`src/rtl/prog_loader.sv`:
```
// prog_loader: host-side program loader for the CPU's 14-bit instruction/data memory.
//
// It accepts a stream of words over a valid/ready handshake and writes them to
// consecutive addresses starting at 0. It then reads the image back and compares
// the sum of the read data against a running checksum of the accepted words.
// The CPU is held in reset until a load has been verified.
//
// Ports:
//   clk, rst              rising-edge clock, synchronous active-high reset
//   start, len            begin a load of len words (valid range 1..DEPTH)
//   in_data, in_valid     host word stream
//   in_ready              loader accepts a word this cycle
//   mem_en, mem_add       memory write enable / address (address also drives reads)
//   mem_datain            memory write data
//   mem_dataout           memory read data (synchronous read, one cycle latency)
//   cpu_hold              1 = CPU fsm and PC held
//   busy, done, err       load/verify status
//   checksum              sum of accepted words mod 2^DATA_W
module prog_loader #(
  parameter int DATA_W = 14,
  parameter int ADDR_W = 5,
  parameter int DEPTH  = 32
) (
  input  logic              clk,
  input  logic              rst,
  input  logic              start,
  input  logic [ADDR_W:0]   len,
  input  logic [DATA_W-1:0] in_data,
  input  logic              in_valid,
  output logic              in_ready,
  output logic              mem_en,
  output logic [ADDR_W-1:0] mem_add,
  output logic [DATA_W-1:0] mem_datain,
  input  logic [DATA_W-1:0] mem_dataout,
  output logic              cpu_hold,
  output logic              busy,
  output logic              done,
  output logic              err,
  output logic [DATA_W-1:0] checksum
);

  typedef enum logic [1:0] {IDLE, LOAD, VERIFY, DONE} state_t;

  localparam logic [ADDR_W:0]   LEN_MAX = (ADDR_W+1)'(DEPTH);
  localparam logic [ADDR_W:0]   ONE_L   = 1;
  localparam logic [ADDR_W+1:0] TWO_V   = 2;

  function automatic logic [DATA_W-1:0] add_mod(input logic [DATA_W-1:0] a,
                                                input logic [DATA_W-1:0] b);
    return a + b;
  endfunction

  state_t            state, state_n;
  logic [ADDR_W:0]   len_q, len_n;
  logic [ADDR_W-1:0] wr_cnt, wr_cnt_n;
  logic [ADDR_W+1:0] vcnt, vcnt_n;
  logic [DATA_W-1:0] vsum, vsum_n;
  logic [DATA_W-1:0] checksum_n, mem_datain_n;
  logic [ADDR_W-1:0] mem_add_n;
  logic              in_ready_n, mem_en_n, cpu_hold_n, busy_n, done_n, err_n;

  logic              xfer, bad_len, rd_window, vfinish;
  logic [ADDR_W:0]   last_idx;
  logic [ADDR_W+1:0] len_ext, vlim;

  assign xfer     = (state == LOAD) && in_valid && in_ready;
  assign bad_len  = (len == '0) || (len > LEN_MAX);
  assign last_idx = len_q - ONE_L;
  assign len_ext  = {1'b0, len_q};
  assign vlim     = len_ext + TWO_V;
  // vcnt counts VERIFY edges after the last accept. Address i goes out when
  // vcnt==i, the memory registers it one edge later, so its data is summed
  // when vcnt==i+2. The final compare happens one edge after the last sample.
  assign rd_window = (vcnt >= TWO_V) && (vcnt < vlim);
  assign vfinish   = (vcnt == vlim);

  always_ff @(posedge clk) begin
    if (rst) state <= IDLE;
    else     state <= state_n;
  end

  always_comb begin
    state_n      = state;
    len_n        = len_q;
    wr_cnt_n     = wr_cnt;
    vcnt_n       = vcnt;
    vsum_n       = vsum;
    checksum_n   = checksum;
    mem_datain_n = mem_datain;
    mem_add_n    = mem_add;
    in_ready_n   = in_ready;
    mem_en_n     = 1'b0;
    cpu_hold_n   = cpu_hold;
    busy_n       = busy;
    done_n       = done;
    err_n        = err;
    case (state)
      IDLE, DONE: begin
        if (start) begin
          if (bad_len) begin
            state_n    = DONE;
            done_n     = 1'b1;
            err_n      = 1'b1;
            busy_n     = 1'b0;
            cpu_hold_n = 1'b1;
            in_ready_n = 1'b0;
          end else begin
            state_n    = LOAD;
            len_n      = len;
            wr_cnt_n   = '0;
            checksum_n = '0;
            busy_n     = 1'b1;
            done_n     = 1'b0;
            err_n      = 1'b0;
            cpu_hold_n = 1'b1;
            in_ready_n = 1'b1;
          end
        end
      end
      LOAD: begin
        if (xfer) begin
          mem_en_n     = 1'b1;
          mem_add_n    = wr_cnt;
          mem_datain_n = in_data;
          checksum_n   = add_mod(checksum, in_data);
          if ({1'b0, wr_cnt} == last_idx) begin
            in_ready_n = 1'b0;
            state_n    = VERIFY;
            vcnt_n     = '0;
            vsum_n     = '0;
          end else begin
            wr_cnt_n = wr_cnt + 1'b1;
          end
        end
      end
      VERIFY: begin
        vcnt_n = vcnt + 1'b1;
        if (vcnt < len_ext) mem_add_n = vcnt[ADDR_W-1:0];
        if (rd_window) vsum_n = add_mod(vsum, mem_dataout);
        if (vfinish) begin
          state_n    = DONE;
          busy_n     = 1'b0;
          done_n     = 1'b1;
          err_n      = (vsum != checksum);
          cpu_hold_n = (vsum != checksum);
        end
      end
      default: state_n = IDLE;
    endcase
  end

  always_ff @(posedge clk) begin
    if (rst) begin
      len_q      <= '0;
      wr_cnt     <= '0;
      vcnt       <= '0;
      vsum       <= '0;
      checksum   <= '0;
      mem_datain <= '0;
      mem_add    <= '0;
      in_ready   <= 1'b0;
      mem_en     <= 1'b0;
      cpu_hold   <= 1'b1;
      busy       <= 1'b0;
      done       <= 1'b0;
      err        <= 1'b0;
    end else begin
      len_q      <= len_n;
      wr_cnt     <= wr_cnt_n;
      vcnt       <= vcnt_n;
      vsum       <= vsum_n;
      checksum   <= checksum_n;
      mem_datain <= mem_datain_n;
      mem_add    <= mem_add_n;
      in_ready   <= in_ready_n;
      mem_en     <= mem_en_n;
      cpu_hold   <= cpu_hold_n;
      busy       <= busy_n;
      done       <= done_n;
      err        <= err_n;
    end
  end

endmodule

```
`config.mk`:
```
export PLATFORM = sky130hd
export DESIGN_NAME = prog_loader
export DESIGN_NICKNAME = d
export VERILOG_FILES = /design/src/rtl/prog_loader.sv
export SDC_FILE = /design/constraint.sdc
export NUM_CORES = 1
export LEC_CHECK = 0
export CORE_ASPECT_RATIO = 1.2
export CORE_MARGIN = 2
export CORE_UTILIZATION = 51
export DETAILED_ROUTE_END_ITERATION = 10
export PLACE_DENSITY = 0.82
export SYNTH_ARGS = -nofsm -noshare
export SYNTH_HDL_FRONTEND = slang
export SYNTH_SLANG_ARGS = --single-unit
```
`constraint.sdc`:
```
create_clock -name clk -period 4.1 [get_ports clk]
set_clock_uncertainty 0.2 [all_clocks]
set_input_delay 0.82 -clock clk [delete_from_list [all_inputs] [get_ports clk]]
set_output_delay 0.82 -clock clk [all_outputs]
set_load 0.01 [all_outputs]
```
Word level (Yosys, flattened, before mapping). Index checks and enable logic that the tools add are counted.

Order comparisons: 4. Muxes and demuxes: 41. Equal/unequal tests: 14. Reductions and logical operators: 21. $add $sub $neg: 6. Bitwise gates (word level): 2.

Operator list (count): 14-bit two-way mux (6); 14-bit case mux with 2 select lines (2); 5-bit two-way mux (6); 14-bit adder (2); 5-bit case mux with 2 select lines (2); 4-bit AND reduction (4); 7-bit two-way mux (2); 14-bit != test (1); 2-bit != test (second input constant) (7); 7-bit case mux with 2 select lines (1); 3-bit AND reduction (4); 1-bit two-way mux (11); 2-bit two-way mux (5); 1-bit case mux with 2 select lines (5); 6-bit by 2-bit adder with 7-bit output (second input constant) (1); 7-bit by 1-bit adder with 7-bit output (second input constant) (1); 7-bit equality test (1); 7-bit by 2-bit >= comparator with 1-bit output (second input constant) (1); 7-bit by 6-bit < comparator with 1-bit output (1); 7-bit < comparator (1); 5-bit by 6-bit equality test with 1-bit output (1); 6-bit greater-than comparator (second input constant) (1); 6-bit zero test (1); 2-bit case mux with 3 select lines (1); 13 further kinds (20).

Bits of input ports: 38. Output and inout bits: 39. Register bits after elaboration: 73.

Longest topological paths before layout.
Depth in word-level cells: 5. Gate-level depth with buffers: 11. Depth with buffers taken out: 11.

Worst setup path before layout. OpenSTA, ideal clock, no wires.

Kind: input to register. Start: in in_data[6]. End: reg checksum[13]. Arrival: 2569 ps. Cell stages on the path: 8. Path slack: 1198 ps. Buffers on the path: 0. Cell sequence: ha_1 > a2111oi_0 > o21ai_0 > a41o_1 > a31oi_1 > xor2_1 > mux2i_1 > a21oi_1.

Longest elaborated chain between the ends: 3.

RTL lines: start, declared (RTL line 28) `input logic [DATA_W-1:0] in_data,`; 14-bit adder (RTL line 50) `return a + b;`; 14-bit two-way mux (RTL line 121) `if (xfer) begin`; 14-bit case mux with 2 select lines (RTL line 97) `case (state)`; end signal, assigned (RTL line 172) `checksum <= checksum_n;`; end, declared (RTL line 39) `output logic [DATA_W-1:0] checksum`.

Every way passes these cells. The select of a mux whose other input is x is not followed. A chain may end at the register's enable or synchronous reset.

Worst setup path in the final report.
Start: reg len_q[1]. End: reg vsum[9].

Longest elaborated chain between the ends: 5. Elaborated cells between the ends (all ways): 8. Those cells by class: add/sub: 2; order compare: 1; eq/ne: 3; reduce/logical: 2.

RTL lines: start, declared (RTL line 54) `logic [ADDR_W:0] len_q, len_n;`; start signal, assigned (RTL line 168) `len_q <= len_n;`; 6-bit by 2-bit adder with 7-bit output (RTL line 70) `assign vlim = len_ext + TWO_V;`; 7-bit < comparator (RTL line 74) `assign rd_window = (vcnt >= TWO_V) && (vcnt < vlim);`; 1-bit logical AND (RTL line 74); 2-bit != test (no line); 4-bit AND reduction (no line) *; end signal, assigned (RTL line 171) `vsum <= vsum_n;`; end, declared (RTL line 57) `logic [DATA_W-1:0] vsum, vsum_n;`.

Every way passes the cells marked *; elsewhere a longest branch is shown, timed or not.

==> parameters.txt <==
Parameter                              Value

Run status
  Outcome    finished, final reports clean

Layout
  Final net count    736
  FF/Latch Area    1460 um2
  Final standard cell count with taps included and fillers excluded    774
  Diode insertion count for antenna repair    0
  Area used by multi-input combinational logic    3110 um2
  Number of fill cells    777
  Fraction of layout instances using a drive strength above 1    0.0520
  Layout area overhead    23.7%

Global route
  Number of antenna violations at the first check in global routing    0
  Vias in the first global route    4317
  Largest net degree at the start of global routing    48
  Remaining Overflow, GRT    0
  Wire length of the first global-routing pass    19600 um
  Global routing usage summed across all routing layers    0.241

Timing
  Count of pins over their slew limit    0
  Crit path time final    3430 ps
  Number of failing setup endpoints in the final timing report    0
  Highest clock rate    291 MHz
  Setup repair after global routing missed its margin    no
  Final worst-path cycle share    0.837
  Transition time at the pin with the least slew margin    1030 ps
  Max-slew headroom    0.312
  Total negative setup slack    0 ps
  Final hold viol count    0

Flow run
  # Max-Cap Violations    0

Logic synthesis
  Number of flops mapped to enable cells by yosys    0
  Register bit count reported by yosys    73
  Most used flip-flop cell after synthesis    dfxtp_1
  Instance count of the mapped netlist    574
  Cell taking the most area after synthesis    dfxtp_1
  Post-synthesis sequential area ratio    0.309
  Ranking of synthesized cells by area    dfxtp_1 (31%), ha_1 (12%), xnor2_1 (5.7%)
  Share of the synthesized area in the top cell type    0.309
  Mean area per synthesized cell    8.24 um2
  Ys Warns    0
  Share of synthesized flip-flops with an asynchronous set or reset    0
  Unique masters post-synth    53
  Post-synth net total    661
  Cell area after technology mapping    4730 um2

Place
  RePlAce Congestion    0.876
  DP Wirelength    9100 um
  Cells after DPL    758
  Input/output buffers    76

Worst hold path
  Hold path cells    2
  Hold Path Class    flop to flop

Power
  Proportion of total power due to net switching    0.351
  Switch Pwr    0.000827 W
  Internal power component    0.00153 W
  Part of the power in the clock network    0.298
  Comb pwr share    0.356
  Power density over the cells    402 nW/um2
  Max IR drop VDD    0.000210 V
  Leakage power    2.35 nW
  Sequential group share of total power    0.347

Clock tree
  Number of clock buffers inserted by TritonCTS    9
  H-tree levels    3
  TritonCTS clock tree    built
  Clock net sink count    73
  Clock Path Buffers    2
  Insertion delay to the later sink of the worst-skew pair    350 ps
  Total of hold buffers inserted after clock tree synthesis    0
  Post-cts gate resize count    0
  Clock slew seen by the registers of the worst setup and hold paths    70 ps
  Number of post-CTS setup repair buffers    0
  Master cell of the clock root buffer    clkbuf_8

Floorplan
  Chip Width    91.9 um
  Standard cell core area    9030 um2
  Die Y-Extent    109 um
  Initial Utilization    0.524
  IO Pins    77
  Placement Rows    38
  DIE AREA    10100 um2

Detailed routing
  Mean routed wirelength per cell    15.5 um
  Detailed Route WL    12000 um
  Final ANT Viol Nets    0
  DRT Pass-1 Iters    4
  Final routed DRC violation total    0
  DRT iter0 DRCs    188
  Via density per instance    5.82
  DR vias    4507

Setup path
  Category of the critical setup timing path    flop to flop
  Worst Path Max Fanout    16
  Endpoint arrival time on the critical path    3510 ps
  Critical Path End Type    flop
  Crit path launch type    flop
  Required time worst endpoint    4180 ps
  Worst reg2reg path depth    9
-- flip-flops by register name, indices dropped and copies added (netlist names) --
| name | count |
|---|---|
| len_q | 6 |
| done | 1 |
| mem_en | 1 |
| mem_add | 5 |
| vsum | 14 |
| cpu_hold | 1 |
| checksum | 14 |
| mem_datain | 14 |
| vcnt | 7 |
| wr_cnt | 5 |
| state | 2 |
| err | 1 |
| in_ready | 1 |
| busy | 1 |
-- cell type report --
type	count	share of cell area
Multi-Input combinational cell	460	0.532
Sequential cell	73	0.250
Timing Repair Buffer	81	0.136
Tap cell	120	0.0257
Clock buffer	11	0.0242
Clock inverter	5	0.0175
Inverter	24	0.0154
-- kinds of logic (layout without fill, tap and decap cells) --
family	Yosys count	after routing	synth area share
flops	73	73	0.309
xor+xnor	46	46	0.0852
buf+inv	41	121	0.0333
compound gates	152	152	0.209
mux	19	19	0.0418
fa+ha+maj	49	49	0.133
simple gates	194	194	0.189
-- stage by stage --
step | total power (W) | instance area [um2] | utilization | hold slack, ps | worst slack, ps
finish | 0.00235 | 5850 | 0.648 | 261 | 669
global route | 0.00249 | 5850 | 0.648 | 288 | 311
CTS | 0.00235 | 5850 | 0.648 | 263 | 693
detailed placement | 0.00165 | 5610 | 0.620 | 252 | 530
global placement | 0.00162 | 5610 | 0.620 | 245 | 553
floorplan | 0.00140 | 4730 | - | 262 | 1200
-- synthesized netlist by cell type (all sizes together) (2+ instances only) --
master   instances
inv             24
nor4             5
a41o             3
nor2            70
or2              2
buf              3
a41oi            2
xor2            15
a31oi            4
or3              9
dfxtp           73
and2             2
a22oi           15
o2111ai          2
nand4           10
o211ai           3
xnor2           31
a21oi           53
mux2i           13
o21a             6
clkbuf          14
a211oi           8
o21ai           22
nand2           53
mux2             6
and4             2
nand3           12
nor3            11
fa               2
and3             3
a211o            3
a2111oi          2
nor2b            3
o31ai            2
ha              47
a21o            11
o21bai           4
a32oi            3
nand2b           9
nand3b           2
-- path summary, 6_finish.rpt --
| check | start | slack (ps) | end |
|---|---|---|---|
| max | len_q[1] | 670 | vsum[9] |
| max reg2reg | len_q[1] | 670 | vsum[9] |
| min reg2reg | mem_datain[3] | 260 | mem_datain[3] |
| min | mem_datain[3] | 260 | mem_datain[3] |
-- critical path, stage by stage, from the launching register on --
cell     delay [ps]
dfxtp_1         450
inv_1           140
ha_1            260
xnor2_1         160
nor2_1           60
o31ai_1         480
a41o_1          510
o21ai_1         460
or3_1           480
a21oi_1         140
-- layer usage --
metal	wire length, um	share of wire	vias up	global-route usage
met4	289	0.024	0	0.0842
met2	6080	0.51	137	0.439
met5	0	0	-	0
li1	-	-	2219	-
met3	615	0.051	27	0.0528
met1	5040	0.42	2124	0.280
-- power groups by stage --
stage / logic (W) / clock network, W / registers, W
3_5_place_dp: 0.000820 / 0 / 0.000832
3_3_place_gp: 0.000796 / 0 / 0.000828
2_1_floorplan: 0.000578 / 0 / 0.000823
5_1_grt: 0.000929 / 0.000741 / 0.000823
6_report: 0.000837 / 0.000700 / 0.000816
4_1_cts: 0.000832 / 0.000708 / 0.000815
-- layout by cell type (no fill, tap or decap), types with 11 or more instances in the layout --
master and instances:
clkdlybuf4s50_1 75, mux2i_1 13, nand3_1 12, a21oi_1 53, xor2_1 15, a21o_1 11
o21ai_0 20, nor2_1 70, ha_1 47, a22oi_1 15, nand2_1 53, dfxtp_1 73
inv_1 24, xnor2_1 31
Note: power is estimated with default switching activity, not from simulation.
